==> src/rtl/hdb3_decoder.sv <==
// HDB3 line decoder: tracks pulse polarity, detects bipolar violations and
// strips 000V / B00V substitutions through a 4-deep delay line (falling-edge).
module hdb3_decoder #(
   parameter bit ERR_STICKY = 1'b0
) (
   input  logic       clk,
   input  logic       rst,
   input  logic       en,
   input  logic [1:0] hdb3_data,
   output logic       decoded_data,
   output logic       decoded_valid,
   output logic       code_err
);

   typedef enum logic [1:0] {POL_NONE, POL_POS, POL_NEG} pol_t;

   pol_t       last_pol, pol_next;
   logic [3:0] d, v, d_next, v_next;
   logic       active, is_pos, is_neg, pulse, illegal, viol, err_now;

   // Flush keeps the line moving while any valid symbol is still in flight.
   assign active  = en | (|v);
   assign is_pos  = en & (hdb3_data == 2'b01);
   assign is_neg  = en & (hdb3_data == 2'b10);
   assign illegal = en & (hdb3_data == 2'b11);
   assign pulse   = is_pos | is_neg;
   assign viol    = (is_pos && last_pol == POL_POS) || (is_neg && last_pol == POL_NEG);

   always_comb begin
      pol_next = last_pol;
      d_next   = d;
      v_next   = v;
      err_now  = 1'b0;
      if (!active) begin
         pol_next = POL_NONE;
      end else begin
         v_next = {v[2:0], en};
         if (is_pos)      pol_next = POL_POS;
         else if (is_neg) pol_next = POL_NEG;
         // A V wipes itself and the three symbols before it; this covers both
         // 000V and B00V without needing to tell them apart.
         d_next  = viol ? 4'b0000 : {d[2:0], pulse};
         err_now = illegal | (viol & ((d[0] & v[0]) | (d[1] & v[1])));
      end
   end

   always_ff @(negedge clk or negedge rst) begin
      if (!rst) begin
         last_pol <= POL_NONE;
         d        <= 4'b0000;
         v        <= 4'b0000;
         code_err <= 1'b0;
      end else begin
         last_pol <= pol_next;
         d        <= d_next;
         v        <= v_next;
         code_err <= ERR_STICKY ? (code_err | err_now) : err_now;
      end
   end

   assign decoded_data  = d[3] & v[3];
   assign decoded_valid = v[3];

endmodule
==> config.mk <==
export PLATFORM = sky130hd
export DESIGN_NAME = hdb3_decoder
export DESIGN_NICKNAME = d
export VERILOG_FILES = /design/src/rtl/hdb3_decoder.sv
export SDC_FILE = /design/constraint.sdc
export NUM_CORES = 1
export LEC_CHECK = 0
export ABC_AREA = 1
export CAP_MARGIN = 10
export CORE_UTILIZATION = 25
export DETAILED_ROUTE_END_ITERATION = 12
export RECOVER_POWER = 25
export SLEW_MARGIN = 10
export SYNTH_ARGS = -nofsm -noshare
export SYNTH_HDL_FRONTEND = slang
export SYNTH_SLANG_ARGS = --single-unit
==> constraint.sdc <==
create_clock -name clk -period 0.85 [get_ports clk]
set_input_delay 0.085 -clock clk [delete_from_list [all_inputs] [get_ports clk]]
set_output_delay 0.085 -clock clk [all_outputs]
set_load 0.05 [all_outputs]
======== Yosys cells after proc, flatten, opt, wreduce, memory -nomap -nowiden ========
Cells that the tools add are included.
storage, ports and cells
  bits of input ports ..................... 5
  flip-flop bits (word level) ............. 11
  word-level logic and storage cells ...... 30
cells by class
  reduce and logical (&&, ||, !) cells .... 4
  bitwise operators ....................... 11
  equal/unequal tests ..................... 6
  multiplexer cells ....................... 5
operators by type and width
  kind                  count
  $and A1 B1 Y1         7
  $eq A2 B2 Y1 const B  3
  $mux W2               3
  $eq A2 B1 Y1 const B  2
  $mux W4               1
  $or A1 B1 Y1          4
  $reduce_or A4 Y1      1
  $ne A3 B1 Y1 const B  1
  $logic_and A1 B1 Y1   2
  $logic_or A1 B1 Y1    1
  $mux W1               1

======== Logic depth before layout (Yosys ltp) ========
  depth in word-level cells ............... 7
  depth in mapped cells ................... 6
  depth with buffers taken out ............ 6

==> results.md <==
- Core Area: 1760 um2
- Met1 global-route usage: 0.143
- Fraction of layout cells with a size suffix above 1: 0.382
- Drt first pass iters: 4
- Max cap viols: 0
- Via density: 4.32
- Post-Layout Cell Count: 93
- Post-synthesis sequential area ratio: 0.574
- Ys Warns: 0
- Drt initial violations: 4
- First-pass GRT wire length: 1590 um
- Synth-to-Final Area Change: 47.0%
- Gate Count Post-Synth: 54
- Worst Hold Class: flip-flop to flip-flop
- Crit Path Max Fanout: 3
- CP Class: flip-flop to output port
- Worst EP arrival: 1.41 ns
- Die span in x: 45.8 um
- Top cell type's share of synthesized area: 0.574
- CP max stage cell: dfrtn_1
- DR vias: 402
- Violated checks: setup timing
- Placed insts: 87
- Critical path depth in cells: 3
- RSZ-0062 raised after global routing: yes
- Peak VDD IR: 0.000752 V
- Largest net degree at the start of global routing: 12
- Initial antenna violation count: 0
- Final setup vio count: 10
- Final hold violations: 0
- Wirelength, routed: 871 um
- H-Tree Level Count: 1
- CTS Hold Buffers Added: 0
- Setup crit end kind: output port
- Top post-synthesis cells by count: nand2_1 (12), dfrtn_1 (11), inv_1 (6)
- Avg Inst Size Synth: 8.87 um2
- Crit path largest cell delay: 0.44 ns
- LEAKAGE: 0.328 nW
- Worst slew pin tran: 0.373 ns
- Most numerous cell in the Yosys netlist: nand2_1
- Power Density: 1720 nW/um2
- Longest Clk Path Bufs: 2
- Drt wl/cell: 9.37 um
- Worst Setup EP: decoded_data
- Cell area after synthesis: 479 um2
- Grt met2 use: 0.154
- Post-route ant nets: 0
- Cells on worst reg2reg path: 5
- Most used DFF post-synth: dfrtn_1
- Num ports: 8
- Worst slew margin: 0.751
- DRC violation count after routing: 0
- R2R Path Start: last_pol[0]$_DFFE_NN0P_
- Synth top area cells: dfrtn_1 (57%), nand2_1 (9.4%), nand4_1 (5.2%)
- TritonCTS clock tree: built
- Gr ovfl total: 0
- Clk slew on worst S/H paths: 0.05 ns
- Die ar.: 2100 um2
- Worst hold margin: 0.342 ns
- WP data required: 0.76 ns
- Slew Limit Fails: 0
- Fill count: 188
- Worst Setup SP: v[3]$_DFFE_NN0P_
- CTS Buf Count: 3
- EDFF count, synth: 0
- # clock sinks: 11
- Busiest grt layer: met2
- Critical-path cell list: nand2_2 -> clkinvlp_4 -> buf_12
- Status: finished, violations left
- GPL Wtd Cong: 0.783
- R2r endpoint: d[3]$_DFFE_NN0P_
- Worst setup margin: -0.640 ns
- Synth area leader: dfrtn_1
- Syn_nets: 59
- CP startpoint kind: flip-flop
- Met3 GRT Util: 0.0476
- Total GRT Usage: 0.115
- Asr flop ratio synth: 1.00
- Clock latency on the worst-skew pair: 0.27 ns
- Synthesis-stage register bit count: 11
- R2R setup slack: -0.14 ns
- Count of different cell masters after synthesis: 13
- Antenna Cells: 0
- Initial Util: 0.272
- WP buf/inv: 2
- Input/output buffers: 7
- Layout Nets: 74
- Die height: 45.8 um
- Critical path's top delay family: flip-flops
- CTS Root Cell: clkbuf_4
- Skew final: 0.00487 ns
- DP HPWL: 637 um
- Rows: 15
- Vias in the first global route: 385
## power breakdown
part	total (mW)	switching, mW	internal [mW]	leakage (nW)
clock network	0.360	0.179	0.182	0.0150
logic	0.240	0.122	0.118	0.176
registers	0.610	0.0344	0.575	0.136
total	1.21	0.335	0.875	0.328
## final cells by class
class	instances	area, um2	area share
sequential	11	275	0.391
inverter	6	26.3	0.0373
multi-input combinational	33	194	0.275
timing repair buffer	14	151	0.215
clock buffer	4	26.3	0.0373
tap	25	31.3	0.0444
## cell families after synthesis
kind of cell / count (synthesis) / share of synthesized area
simple gates: 27 / 0.277
flops: 11 / 0.574
buf+inv: 10 / 0.0783
compound gates: 6 / 0.0705
## through the flow
stage	setup slack (ns)	cell area [um2]	total power, mW	util	TNS, ns
3_3_place_gp	-0.928	667	0.838	0.378	-7.94
5_1_grt	-0.699	704	1.29	0.399	-4.29
3_5_place_dp	-0.987	667	0.841	0.378	-8.27
6_report	-0.640	704	1.21	0.399	-3.56
4_1_cts	-0.653	712	1.23	0.404	-2.53
2_1_floorplan	-0.686	500	0.722	-	-3.55
## worst reg2reg max path, stage by stage (launching register included)
cell and delay [ns]:
dfrtn_1 0.43, inv_1 0.04, nor2_1 0.10, nand2_1 0.07
nand2_2 0.12, o21ai_1 0.07
## worst min-delay path by stage
| stage | start | end | slack [ns] | cells after the start |
|---|---|---|---|---|
| detailed placement | v[2]$_DFFE_NN0P_ | v[3]$_DFFE_NN0P_ | 0.34 | 0 |
| global placement | v[2]$_DFFE_NN0P_ | v[3]$_DFFE_NN0P_ | 0.34 | 0 |
| CTS | en | v[0]$_DFFE_NN0P_ | 0.26 | 1 |
| finish | v[2]$_DFFE_NN0P_ | v[3]$_DFFE_NN0P_ | 0.34 | 0 |
| floorplan | rst | code_err$_DFF_NN0_ | 0.11 | 0 |
| global route | v[2]$_DFFE_NN0P_ | v[3]$_DFFE_NN0P_ | 0.35 | 0 |
## routing by layer
layer  vias to the layer above  part of all wire
met5                         -                 0
met4                         0             0.020
met3                         2             0.053
met2                        14              0.46
met1                       186              0.47
li1                        200                 -
## sequential cells by signal, indices dropped and copies added (netlist names)
signal	cells
d	4
last_pol	2
v	4
code_err	1
## cells in the final DEF, fill, tap and decap left out, drive strengths merged
cell | synthesis | routed
nand4 | 4 | 4
clkdlybuf4s50 | 0 | 1
clkinvlp | 0 | 1
buf | 0 | 12
inv | 6 | 5
a22o | 1 | 1
clkbuf | 4 | 5
nand3 | 3 | 3
nand2 | 13 | 13
a21oi | 1 | 1
nor2 | 7 | 7
dfrtn | 11 | 11
o21ai | 4 | 4
## timing repair
action | 4_1_cts | 5_1_grt
buffers inserted | 2 | 0
pin swaps | 4 | 1
gates resized for setup | 22 | 1
setup endpoints to repair | 11 | 10
(Power assumes the default switching activity.)
